File: src/rtl/elevator_controller.sv
`default_nettype none
// ============================================================================
// Module      : elevator_controller
// Description : Three-floor elevator car controller. It picks a target floor
//               from the pending request vector using a direction-preference
//               sweep. It then travels one floor every TRAVEL_CYCLES clocks
//               and holds the door open for DOOR_CYCLES clocks on arrival.
// Revision    : 1.0 - initial release
// ============================================================================
module elevator_controller #(
    parameter logic [1:0] labelF1       = 2'b00,
    parameter logic [1:0] labelF2       = 2'b01,
    parameter logic [1:0] labelF3       = 2'b10,
    parameter int         TRAVEL_CYCLES = 4,
    parameter int         DOOR_CYCLES   = 3
) (
    input  logic       clk,
    input  logic       rst_n,
    input  logic [2:0] req,
    output logic       moving,
    output logic [1:0] goal_floor,
    output logic [1:0] current_floor,
    output logic       door_open
);

    typedef enum logic [1:0] {
        IDLE = 2'd0,
        MOVE = 2'd1,
        DOOR = 2'd2
    } state_t;

    localparam int TW = (TRAVEL_CYCLES > 1) ? $clog2(TRAVEL_CYCLES) : 1;
    localparam int DW = (DOOR_CYCLES > 1) ? $clog2(DOOR_CYCLES) : 1;
    localparam logic [TW-1:0] T_LAST = TW'(TRAVEL_CYCLES - 1);
    localparam logic [DW-1:0] D_LAST = DW'(DOOR_CYCLES - 1);

    // Floors are tracked internally as indices 0..2. The label registers hold
    // the externally visible codes, so the outputs come straight from flops.
    state_t        state_q, state_d;
    logic          dir_q, dir_d;           // 1 = up
    logic [1:0]    pos_q, pos_d;
    logic [1:0]    gidx_q, gidx_d;
    logic [TW-1:0] tcnt_q, tcnt_d;
    logic [DW-1:0] dcnt_q, dcnt_d;
    logic          moving_q, moving_d;
    logic          door_q, door_d;
    logic [1:0]    cur_lbl_q, cur_lbl_d;
    logic [1:0]    goal_lbl_q, goal_lbl_d;

    logic          up_hit, dn_hit;
    logic [1:0]    up_idx, dn_idx;
    logic [1:0]    sel_idx;
    logic          sel_dir;
    logic [1:0]    step_idx;

    function automatic logic [1:0] lbl(input logic [1:0] idx);
        case (idx)
            2'd0:    lbl = labelF1;
            2'd1:    lbl = labelF2;
            default: lbl = labelF3;
        endcase
    endfunction

    // Nearest request strictly above and strictly below the current floor.
    always_comb begin
        up_hit = 1'b0;
        up_idx = pos_q;
        dn_hit = 1'b0;
        dn_idx = pos_q;
        if (pos_q == 2'd0) begin
            if (req[1]) begin
                up_hit = 1'b1;
                up_idx = 2'd1;
            end else if (req[2]) begin
                up_hit = 1'b1;
                up_idx = 2'd2;
            end
        end else if (pos_q == 2'd1) begin
            if (req[2]) begin
                up_hit = 1'b1;
                up_idx = 2'd2;
            end
            if (req[0]) begin
                dn_hit = 1'b1;
                dn_idx = 2'd0;
            end
        end else begin
            if (req[1]) begin
                dn_hit = 1'b1;
                dn_idx = 2'd1;
            end else if (req[0]) begin
                dn_hit = 1'b1;
                dn_idx = 2'd0;
            end
        end
    end

    // Target choice: current floor first, then keep direction, else reverse.
    always_comb begin
        sel_idx = pos_q;
        sel_dir = dir_q;
        if (req[pos_q]) begin
            sel_idx = pos_q;
        end else if (dir_q) begin
            if (up_hit) begin
                sel_idx = up_idx;
            end else begin
                sel_idx = dn_idx;
                sel_dir = 1'b0;
            end
        end else begin
            if (dn_hit) begin
                sel_idx = dn_idx;
            end else begin
                sel_idx = up_idx;
                sel_dir = 1'b1;
            end
        end
    end

    // One-floor step toward the goal, saturating at the end floors.
    always_comb begin
        step_idx = pos_q;
        if (gidx_q > pos_q) begin
            step_idx = (pos_q == 2'd2) ? 2'd2 : pos_q + 2'd1;
        end else if (gidx_q < pos_q) begin
            step_idx = (pos_q == 2'd0) ? 2'd0 : pos_q - 2'd1;
        end
    end

    // Next-state and registered-output logic for the IDLE/MOVE/DOOR machine.
    always_comb begin
        state_d    = state_q;
        dir_d      = dir_q;
        pos_d      = pos_q;
        gidx_d     = gidx_q;
        tcnt_d     = tcnt_q;
        dcnt_d     = dcnt_q;
        moving_d   = moving_q;
        door_d     = door_q;
        cur_lbl_d  = cur_lbl_q;
        goal_lbl_d = goal_lbl_q;
        case (state_q)
            IDLE: begin
                if (req != 3'b000) begin
                    state_d    = MOVE;
                    moving_d   = 1'b1;
                    gidx_d     = sel_idx;
                    goal_lbl_d = lbl(sel_idx);
                    dir_d      = sel_dir;
                    tcnt_d     = '0;
                end
            end
            MOVE: begin
                if (pos_q == gidx_q) begin
                    // Already at the goal: a single-cycle zero-travel move.
                    state_d  = DOOR;
                    moving_d = 1'b0;
                    door_d   = 1'b1;
                    dcnt_d   = '0;
                end else if (tcnt_q == T_LAST) begin
                    tcnt_d    = '0;
                    pos_d     = step_idx;
                    cur_lbl_d = lbl(step_idx);
                    if (step_idx == gidx_q) begin
                        state_d  = DOOR;
                        moving_d = 1'b0;
                        door_d   = 1'b1;
                        dcnt_d   = '0;
                    end
                end else begin
                    tcnt_d = tcnt_q + 1'b1;
                end
            end
            DOOR: begin
                if (dcnt_q == D_LAST) begin
                    state_d = IDLE;
                    door_d  = 1'b0;
                    dcnt_d  = '0;
                end else begin
                    dcnt_d = dcnt_q + 1'b1;
                end
            end
            default: begin
                state_d  = IDLE;
                moving_d = 1'b0;
                door_d   = 1'b0;
            end
        endcase
    end

    // State register; reset abandons any trip and parks the car at floor 1.
    always_ff @(posedge clk or negedge rst_n) begin
        if (!rst_n) begin
            state_q    <= IDLE;
            dir_q      <= 1'b1;
            pos_q      <= 2'd0;
            gidx_q     <= 2'd0;
            tcnt_q     <= '0;
            dcnt_q     <= '0;
            moving_q   <= 1'b0;
            door_q     <= 1'b0;
            cur_lbl_q  <= labelF1;
            goal_lbl_q <= labelF1;
        end else begin
            state_q    <= state_d;
            dir_q      <= dir_d;
            pos_q      <= pos_d;
            gidx_q     <= gidx_d;
            tcnt_q     <= tcnt_d;
            dcnt_q     <= dcnt_d;
            moving_q   <= moving_d;
            door_q     <= door_d;
            cur_lbl_q  <= cur_lbl_d;
            goal_lbl_q <= goal_lbl_d;
        end
    end

    assign moving        = moving_q;
    assign door_open     = door_q;
    assign current_floor = cur_lbl_q;
    assign goal_floor    = goal_lbl_q;

endmodule
`default_nettype wire

File: config.mk
export PLATFORM = sky130hd
export DESIGN_NAME = elevator_controller
export DESIGN_NICKNAME = d
export VERILOG_FILES = /design/src/rtl/elevator_controller.sv
export SDC_FILE = /design/constraint.sdc
export NUM_CORES = 1
export LEC_CHECK = 0
export CAP_MARGIN = 15
export CORE_MARGIN = 2
export CORE_UTILIZATION = 55
export CTS_CLUSTER_SIZE = 10
export DETAILED_ROUTE_END_ITERATION = 8
export HOLD_SLACK_MARGIN = 0.12
export PLACE_DENSITY = 0.77
export SYNTH_ARGS = -nofsm -noshare
export SYNTH_HDL_FRONTEND = slang
export SYNTH_SLANG_ARGS = --single-unit
File: constraint.sdc
create_clock -name clk -period 3.89 [get_ports clk]
set_clock_uncertainty 0.1 [all_clocks]
set_input_delay 0.389 -clock clk [delete_from_list [all_inputs] [get_ports clk]]
set_output_delay 0.389 -clock clk [all_outputs]
set_load 0.01 [all_outputs]
== Word-level counts from Yosys, hierarchy flattened ==
Index checks and enable logic that the tools add are counted.
W data, S select, Z words.

* $add $sub $neg: 4
* $lt $le $gt $ge: 3
* Equality and inequality tests: 15
* Mux-type cells: 56
* Bitwise gates (word level): 4
* Reductions and logical operators: 15

{| class="wikitable"
|+ Operator list
! kind !! number
|-
| $mux W2 || 28
|-
| $mux W1 || 20
|-
| $pmux W2 S2 || 4
|-
| $reduce_and A3 Y1 || 4
|-
| $reduce_and A4 Y1 || 3
|-
| $eq A2 B1 Y1 const B || 4
|-
| $eq A2 B2 Y1 const B || 4
|-
| $logic_not A2 Y1 || 4
|-
| $add A2 B1 Y2 const B || 3
|-
| $ne A2 B2 Y1 const B || 3
|-
| $ne A3 B3 Y1 const B || 2
|-
| $pmux W1 S3 || 2
|-
| $pmux W2 S3 || 1
|-
| $eq A2 B2 Y1 || 2
|-
| $not A1 Y1 || 4
|-
| $reduce_bool A2 Y1 || 2
|-
| $lt A2 B3 Y1 const B || 1
|-
| $reduce_bool A3 Y1 || 1
|-
| $bmux W1 S2 || 1
|-
| $gt A2 B2 Y1 || 1
|-
| $lt A2 B2 Y1 || 1
|-
| $reduce_and A2 Y1 || 1
|-
| $sub A2 B1 Y2 const B || 1
|}

* Register bits after elaboration: 17
* Logic and storage cells: 107

== Logic depth before layout (Yosys ltp) ==
* Depth in word-level cells: 9
* Gate-level depth with buffers: 9
* Gate-level depth less buffers: 7

== Worst setup path after synthesis ==
Ideal clock, no wire load.

* Kind: register to register
* Start point: register pos_q[1]
* End point: register dcnt_q[0]
* Setup time: 0.120 ns
* Arrival time: 2.029 ns
* Slack: 1.641 ns
* Cell stages (with the launch flop): 10
* Buffers on the path: 2
* Period minus slack after synthesis: 2.249 ns
* Path through: dfrtp_1 -> buf_6 -> inv_1 -> ha_1 -> and2_1 -> clkbuf_1 -> a31oi_1 -> and4_1 -> o211ai_1 -> a31o_2

* Word-level cells in the longest chain between the ends: 7
* Elaborated cells on any way between the ends: 17
* Those cells by class: add/sub: 2; order compare: 2; eq/ne: 5; mux: 6; reduce/logical: 2

{| class="wikitable"
|+ Ends and longest elaborated chain
! what !! line !! text
|-
| from (decl) || 41 || <nowiki>logic [1:0] pos_q, pos_d;</nowiki>
|-
| from (signal assigned) || 208 || <nowiki>pos_q <= pos_d;</nowiki>
|-
| $sub A2 B1 Y2 or $logic_not A2 Y1 (tied branches) || 127 || <nowiki>step_idx = (pos_q == 2'd0) ? 2'd0 : pos_q - 2'd1;</nowiki>
|-
| $mux W2 || 127 ||
|-
| $mux W2 || 126 || <nowiki>end else if (gidx_q < pos_q) begin</nowiki>
|-
| $mux W2 || 124 || <nowiki>if (gidx_q > pos_q) begin</nowiki>
|-
| $eq A2 B2 Y1 || 165 || <nowiki>if (step_idx == gidx_q) begin</nowiki>
|-
| $ne A3 B3 Y1 (no line) || n/a ||
|-
| $reduce_and A3 Y1 (no line) || n/a ||
|-
| to (signal assigned) || 211 || <nowiki>dcnt_q <= dcnt_d;</nowiki>
|-
| to (decl) || 44 || <nowiki>logic [DW-1:0] dcnt_q, dcnt_d;</nowiki>
|}

Parallel ways exist; a longest one is shown, timed or not.
A chain may end at the register's enable or synchronous reset.

== Worst setup path after layout ==
Ends and elaborated chain as after synthesis.

==> summary.md <==
| Metric | Value |
|---|---|
| Worst VDD drop | 0.000538 V |
| Fin crit period | 2.66 ns |
| Worst hold-check path type | reg2reg |
| Worst-skew pair later-pin latency | just under 0.3 ns |
| Sequential element share of the synthesized area | about a third |
| Final wirelength | approximately 2600 um |
| Synth Cell Area | 1210 um^2 |
| Status | finished, final reports clean |
| Drt first pass iters | 5 |
| Seq pwr share | 29.9% |
| Final setup violation count | 0 |
| Vias/cell | between 6 and 7 |
| Cell Pwr Density | 933 nW/um^2 |
| PnR Total Power | 1250 uW |
| Slowest cell delay on critical path | 0.57 ns |
| Largest net degree at the start of global routing | 18 |
| Die area | 2590 um^2 |
| Cell count along the critical path | 7 |
| Worst slew pin tran | 0.767 ns |
| Layout cells sized above 1 | 8.90% |
| CTS Buf Count | 3 |
| Synth unique cells | 40 |
| Cells after synthesis | 137 |
| #FFs+latches synth | 17 |
| PortBufs | 10 |
| Total Neg Setup Slack | 0 ns |
| CTS Hold Bufs | 0 |
| WL/cell | 15.1 um |
| Final Hold Fails | 0 |
| Comb pwr share | 62.7% |
| Final Worst Setup Slack | approximately 1.2 ns |
| Hold depth | 2 |
| Slowest cell on the critical path | dfrtp_1 |
| Async S/R FF share, synth | 100% |
| Fmax | 376 MHz |
| DP Wirelength | ~1800 um |
| Cells on worst reg2reg path | 7 |
| YS warnings | 0 |
| Initial antenna violation count | 0 |
| # H-tree levels | 1 |
| Placeable Area | slightly above 2000 um^2 |
| Routability cong. | 0.952 |
| Max-slew violations | 0 |
| Clock sinks | 17 |
| Worst Setup EP | dcnt_q[0] |
| Sw frac | 46.7% |
| # diodes | 0 |
| Via count | ~1,100 |
| Clk buf depth | 2 |
| Die X | 50.9 um |
| Site Rows | 16 |
| Syn Nets | 150 |
| Hold Slack | approximately 0.40 ns |
| Switching Power | 584 uW |
| P_leak | 0.000571 uW |
| CP delay by family, top | compound AO/OA/AOI/OAI gates |
| RSZ-0062 raised after global routing | false |
| Postcts setup bufs | 0 |
| Period utilisation layout | 68.4% |
| Detail Route Antenna Nets | 0 |
| DRC viols | 0 |
| Ys flop type | dfrtp_1 |
| Clock-pin slew on the worst setup and hold paths | approximately 0.10 ns |
| I/O pin cnt | 11 |
| Tot GR Track Use | 24.4% |
| Flop-to-flop setup slack | 1.23 ns |
| Max Fanout on Critical Path | 11 |
| Max_slew headroom | 48.7% |
| Vias in the first global route | 1,060 |
| Startpoint Class | flip-flop |
| First-pass GRT wire length | 4830 um |
| R2R Path End | dcnt_q[0] |
| Place WS | between 1 and 1.5 ns |
| Final net count | 160 |
| Max-cap violations | 0 |
| Crit. End Element | flip-flop |
| Starting Density | 59.8% |
| Post-synth EDFFs | 0 |
| Crit-path cells | inv_1 -> ha_1 -> and2_1 -> a31oi_1 -> and4_1 -> o211ai_1 -> a31o_2 |
| GRT Residual Overflow | 0 |
| DR iter-0 viols | 40 |
| Critical path startpoint | pos_q[1] |
| Clock power share | roughly 7.5% |
| Avg Cell Area, Syn | 8.82 um^2 |
| Int Pwr | 668 uW |
| Worst flop-to-flop path startpoint | pos_q[1] |
| CP Buf/Inv Count | 1 |
| P&R area growth vs syn | 11.0% |
| Critical Path RT | 3.98 ns |
| Kind of critical path | reg2reg |
| PostCTS Resize Cnt | 0 |
| TritonCTS clock tree | built |
| WP data arrival | 2.75 ns |
| Die Ht | 50.9 um |
| Root buf cell | clkbuf_4 |
[tightest hold or removal path: cells and delay by family (launching register included)]
family	cells	cell delay, ns
compound gates	2	0.12
flops	1	0.38
[cells in the mapped netlist (2+ instances only)]
cell type / number / area [um^2]
inv_1: 7 / 26.3
clkbuf_1: 3 / 11.3
nand2b_1: 4 / 25.0
a22oi_1: 2 / 15.0
o21bai_1: 2 / 15.0
a21oi_1: 11 / 55.1
nand3_1: 4 / 20.0
o21a_1: 3 / 22.5
mux2i_1: 3 / 30.0
a21o_1: 3 / 22.5
or2_2: 2 / 12.5
nand2_1: 8 / 30.0
o221ai_1: 2 / 17.5
nor2b_1: 5 / 31.3
o21ai_0: 15 / 75.1
nor3b_1: 3 / 22.5
dfrtp_1: 16 / 400
a31o_2: 4 / 35.0
a31oi_1: 3 / 18.8
nor3_1: 5 / 25.0
ha_1: 8 / 100
nor2_1: 6 / 22.5
[per-stage QoR]
stage | cell area (um^2) | std cells | utilization (%)
after floorplan | 1210 | 137 | -
after global placement | 1320 | 169 | 65.0
after detailed placement | 1320 | 169 | 65.0
after CTS | 1340 | 173 | 66.3
after global routing | 1340 | 173 | 66.3
final | 1340 | 173 | 66.3
[cells in the final DEF (no fill, tap or decap), types with 2 or more instances in the layout]
master / synthesis / layout
clkdlybuf4s50_1: 0 / 10
a31o_2: 4 / 4
a22oi_1: 2 / 2
or2_2: 2 / 2
mux2i_1: 3 / 3
a31oi_1: 3 / 3
nor3b_1: 3 / 3
nand2b_1: 4 / 4
inv_1: 7 / 7
nand2_1: 8 / 8
nor2_1: 6 / 6
o221ai_1: 2 / 2
a21oi_1: 11 / 11
nor3_1: 5 / 5
dfrtp_1: 16 / 16
clkbuf_4: 0 / 3
o21bai_1: 2 / 2
nand3_1: 4 / 4
nor2b_1: 5 / 5
a21o_1: 3 / 3
o21a_1: 3 / 3
ha_1: 8 / 8
o21ai_0: 15 / 15
[how the worst min path moves through the flow]
stage                     startpoint                to  slack (ns)
detailed placement  current_floor[0]  current_floor[0]        0.38
global placement    current_floor[0]  current_floor[0]        0.37
global route        current_floor[0]  current_floor[0]        0.43
CTS                            dir_q             dir_q        0.40
floorplan                      rst_n  current_floor[0]      -0.007
finish                         dir_q             dir_q        0.40
[sequential cells by signal, summed over array words and instances, names as in the netlist]
register	cells
current_floor	2
dcnt_q	2
gidx_q	2
goal_floor	2
pos_q	2
state_q	2
tcnt_q	2
dir_q	1
door_open	1
moving	1
[routing by layer]
metal	vias up	track usage [%]	share of wire, %
met4	0	4.05	0.84
met2	43	40.6	46
li1	523	-	-
met3	4	6.14	7.1
met1	536	32.9	46
met5	-	0	0
[cell families (layout without fill, tap and decap cells)]
group | Yosys count | count (layout) | synth area share [%]
adder cells (fa/ha/maj) | 8 | 8 | 8.28
flip-flops | 17 | 17 | 35.3
multiplexers | 4 | 4 | 3.73
AO/OA/AOI/OAI | 52 | 52 | 27.6
AND/OR/NAND/NOR | 44 | 44 | 20.6
buffers and inverters | 12 | 21 | 4.45
[final cells by class]
cell class | count | area [um^2]
fill | 173 | 681
sequential | 17 | 427
inverter | 7 | 26.3
multi-input combinational | 108 | 728
tap | 27 | 33.8
clock buffer | 4 | 26.3
timing repair buffer | 10 | 100
[power by group through the flow]
stage	Combinational (uW)	Sequential, uW	Clock, uW
floorplan	607	339	0
global placement	742	369	0
detailed placement	762	374	0
CTS	769	371	97.4
global route	892	392	103
finish	784	374	93.4
Power figures use the tool's default switching activity.
